===== src/rtl/rca_mp_seq.sv =====
// Multi-precision adder: one CHUNK-bit ripple-carry slice is reused for every
// slice of a WIDTH-bit add. Define RCA_MP_OVF_EN to add the signed-overflow output.

module RCA_p #(
  parameter int N = 8
) (
  input  logic [N-1:0] A,
  input  logic [N-1:0] B,
  input  logic         CIN,
  output logic [N-1:0] SUM,
  output logic         COUT
);
  logic [N:0] c;

  always_comb begin
    c[0] = CIN;
    for (int i = 0; i < N; i++) begin
      SUM[i]   = A[i] ^ B[i] ^ c[i];
      c[i+1]   = (A[i] & B[i]) | (c[i] & (A[i] ^ B[i]));
    end
    COUT = c[N];
  end
endmodule

module rca_mp_seq #(
  parameter int WIDTH = 32,
  parameter int CHUNK = 8
) (
  input  logic             clk,
  input  logic             rst_n,
  input  logic             in_valid,
  output logic             in_ready,
  input  logic [WIDTH-1:0] a,
  input  logic [WIDTH-1:0] b,
  input  logic             cin,
  output logic             out_valid,
  input  logic             out_ready,
  output logic [WIDTH-1:0] sum,
  output logic             cout,
  output logic             busy
`ifdef RCA_MP_OVF_EN
  ,
  output logic             ovf
`endif
);
  localparam int NCHUNK = WIDTH / CHUNK;
  localparam int IDXW   = (NCHUNK > 1) ? $clog2(NCHUNK) : 1;
  localparam logic [IDXW-1:0] LAST_IDX = IDXW'(NCHUNK - 1);

  typedef enum logic [1:0] {
    IDLE = 2'd0,
    RUN  = 2'd1,
    DONE = 2'd2
  } state_t;

  state_t           state;
  logic [IDXW-1:0]  idx;
  logic             carry;
  logic [WIDTH-1:0] a_reg;
  logic [WIDTH-1:0] b_reg;
  logic [CHUNK-1:0] add_sum;
  logic             add_cout;

  RCA_p #(CHUNK) u_slice (
    .A    (a_reg[idx*CHUNK +: CHUNK]),
    .B    (b_reg[idx*CHUNK +: CHUNK]),
    .CIN  (carry),
    .SUM  (add_sum),
    .COUT (add_cout)
  );

  assign in_ready  = (state == IDLE);
  assign out_valid = (state == DONE);
  assign busy      = (state == RUN);

  // NOTE: sequential state uses non-blocking assignments so every register
  // samples pre-edge values, independent of statement order.
  always_ff @(posedge clk or negedge rst_n) begin
    if (!rst_n) begin
      state <= IDLE;
      idx   <= '0;
      carry <= 1'b0;
      a_reg <= '0;
      b_reg <= '0;
      sum   <= '0;
      cout  <= 1'b0;
`ifdef RCA_MP_OVF_EN
      ovf   <= 1'b0;
`endif
    end else begin
      case (state)
        IDLE: begin
          if (in_valid) begin
            a_reg <= a;
            b_reg <= b;
            carry <= cin;
            idx   <= '0;
            state <= RUN;
          end
        end
        RUN: begin
          sum[idx*CHUNK +: CHUNK] <= add_sum;
          carry                   <= add_cout;
          if (idx == LAST_IDX) begin
            cout  <= add_cout;
`ifdef RCA_MP_OVF_EN
            // Top slice is being written this edge, so use the adder outputs directly.
            ovf   <= a_reg[WIDTH-1] ^ b_reg[WIDTH-1] ^ add_sum[CHUNK-1] ^ add_cout;
`endif
            state <= DONE;
          end else begin
            idx <= idx + IDXW'(1);
          end
        end
        DONE: begin
          if (out_ready) state <= IDLE;
        end
        default: state <= IDLE;
      endcase
    end
  end
endmodule

===== config.mk =====
export PLATFORM = sky130hd
export DESIGN_NAME = rca_mp_seq
export DESIGN_NICKNAME = d
export VERILOG_FILES = /design/src/rtl/rca_mp_seq.sv
export SDC_FILE = /design/constraint.sdc
export NUM_CORES = 1
export LEC_CHECK = 0
export CAP_MARGIN = 15
export CORE_MARGIN = 2
export CORE_UTILIZATION = 45
export DETAILED_ROUTE_END_ITERATION = 7
export PLACE_DENSITY = 0.76
export SYNTH_ARGS = -nofsm -noshare
export SYNTH_HDL_FRONTEND = slang
export SYNTH_SLANG_ARGS = --single-unit

===== constraint.sdc =====
create_clock -name clk -period 4.44 [get_ports clk]
set_input_delay 0.888 -clock clk [delete_from_list [all_inputs] [get_ports clk]]
set_output_delay 0.888 -clock clk [all_outputs]
set_load 0.03 [all_outputs]

==> metrics.yaml <==
ys_seq_area_frac: 0.558
status: "completed"
clk_latency_ps: 360
r2r_slack_ps: 150
multi_input_area_um2: 1830
yosys.area.top_type: "dfrtp_1"
vias: 2808
critPathLaunchType: "flip-flop"
crit_family: "adder cells"
critPathSlowestCell: "dfrtp_2"
gp_congestion: 0.782
die-area_um2: 11000
finalClockSkew_ps: 8.62
maxCapViolCount: 0
yosys-top-cells-count: "dfrtp_1 (102), mux2_2 (66), inv_1 (22)"
placement.io_buffers: 104
cp_num_buf_inv: 4
arrival_ps: 4550
ios: 105
finalSetupViolCount: 0
hp-class: "flip-flop to flip-flop"
ant_nets: 0
postPlaceCellArea_um2: 5730
worstRegToRegCells: 14
yosys_warnings: 0
cts_hold_buf: 0
rr_startpoint: "idx[0]"
endpoint: "sum[15]"
period_share: 0.966
n_antenna_cell: 0
drive_gt1_frac: 0.287
syn_nets: 391
grt_usage: 0.183
synth_area_leaders: "dfrtp_1 (56%), mux2_2 (16%), mux4_2 (7.9%), fa_1 (3.5%), o2bb2ai_1 (2.7%)"
htree_levels: 3
drt-vias-per-instance: 5.10
cp.depth: 14
synthArstFlopShare: 1.00
min_period_ps: 4290
synth_area_per_cell_um2: 14.8
finalNonFillerCells: 551
syn_inst: 308
criticalPathCategory: "flip-flop to flip-flop"
drt_first_pass_iters: 4
ir_worst_vdd_v: 0.000356
grt_pass1_wl_um: 15800
finalInstanceArea_um2: 5910
crit_path_frequent_cell: "fa_1"
tns_ps: 0
synth_edf_count: 0
cts_setup_buffers: 0
synth_cell_type_count: 28
crit_chain: "mux4_2 -> inv_1 -> fa_1 -> fa_2 -> fa_1 -> fa_1 -> inv_1 -> fa_1 -> inv_1 -> fa_1 -> fa_1 -> inv_1 -> fa_1 -> a22o_1"
yosys.area.top_type_share: 0.558
cts_sinks: 102
clock.fmax_mhz: 233
seq_area_um2: 2550
rsz0062_at_grt: "no"
core_um2: 9820
cts_root_buf: "clkbuf_8"
die_h_um: 105
max_slew_margin: 0.388
clk_pin_slew_ps: 100
clockBufferDepth: 2
hpwl_um: 7330
r2r-end: "sum[15]"
slowest_delay_ps: 450
grt_start_max_net_pins: 75
initial_utilization: 0.466
p_per_area_nw_per_um2: 817
p_leak_uw: 0.00250
antenna_found_initial: 0
post-synth-top-count-cell: "dfrtp_1"
nNetsFinal: 496
slew_viol_final: 0
overflow: 0
dp.cells: 535
grt_pass1_vias: 2982
drcViolationCount: 0
crit_start: "idx[0]"
netlist_area_um2: 4570
die_x_um: 105
fillers: 797
drt_wl_total_um: 9580
avgRoutedWirePerCell_um: 17.4
end_kind: "flip-flop"
worstPathMaxFanout: 4
ys_dominant_reg_cell: "dfrtp_1"
hold_violations: 0
drt_iter0_drc: 146
ys_ff_latch: 102
area_growth_pct: 29.2
cts_buffers: 9
worst_pin_slew_ps: 914
cts_tree: "done"
required_ps: 4700
num_rows: 36
==> metrics by stage <==
step / hold WS [ps] / utilization / power (uW) / setup WS [ps]
finish: 488 / 0.602 / 4820 / 149
global route: 513 / 0.602 / 5160 / 17.0
CTS: 493 / 0.601 / 4850 / 117
detailed placement: 472 / 0.583 / 4320 / 145
global placement: 462 / 0.583 / 4210 / 215
floorplan: 475 / - / 3470 / 172
==> per-layer routing <==
metal / wire (um) / global-route usage
met4: 107 / 0.0486
met2: 4640 / 0.288
met3: 485 / 0.0368
met1: 4350 / 0.261
met5: 0 / 0
==> report_power, final <==
part	internal [uW]	switching, uW	leakage (uW)
clock network	208	320	0.0000833
registers	1370	283	0.00126
logic	1280	1370	0.00115
==> worst reg2reg max path: stages (launching register included) <==
cell and delay [ps]:
dfrtp_2 450, mux4_2 330, inv_1 60, fa_1 400, fa_2 360, fa_1 390, fa_1 370, inv_1 80
fa_1 170, inv_1 60, fa_1 380, fa_1 380, inv_1 80, fa_1 450, a22o_1 220
==> logic make-up after synthesis <==
kind of cell             count (synthesis)  synth area share
AO/OA/AOI/OAI                           37            0.0613
adder cells (fa/ha/maj)                 14            0.0514
buffers and inverters                   38            0.0421
flip-flops                             102             0.558
multiplexers                            82             0.241
AND/OR/NAND/NOR                         35            0.0454
==> layout by cell type (no fill, tap or decap), types with 2 or more instances in the layout <==
cell	Yosys	final
o21ai_2	8	8
nand3b_4	2	2
clkbuf_8	0	9
nor2_1	2	2
nand3_1	2	2
buf_4	8	6
mux2_2	66	66
fa_1	8	7
dfrtp_1	102	101
inv_1	22	21
inv_6	0	2
a22o_1	2	2
o21ai_0	11	11
o2bb2ai_1	14	14
nand2_1	20	20
clkinvlp_4	0	2
mux4_2	16	16
clkdlybuf4s50_1	0	103
ha_1	6	6
==> cell type report <==
class,count,share of cell area
flip-flops and latches,102,0.432
multi-input cells,168,0.311
repair buffers,110,0.186
well taps,133,0.0282
clock buffers,10,0.0216
inverters,22,0.0140
clock inverters,6,0.00784
==> worst min-delay path by stage <==
stage / endpoint / startpoint / cells past startpoint
floorplan: a_reg[16] / a_reg[16] / 1
global placement: sum[29] / sum[29] / 2
detailed placement: sum[5] / sum[5] / 2
CTS: sum[6] / sum[6] / 2
global route: sum[5] / sum[5] / 2
finish: sum[5] / sum[5] / 2
==> what timing repair did <==
item | in CTS | in global routing
setup endpoints to repair | 0 | 4
hold endpoints to repair | 0 | 0
resized for setup | 0 | 3
No activity file was read; power rests on OpenSTA's default activity.
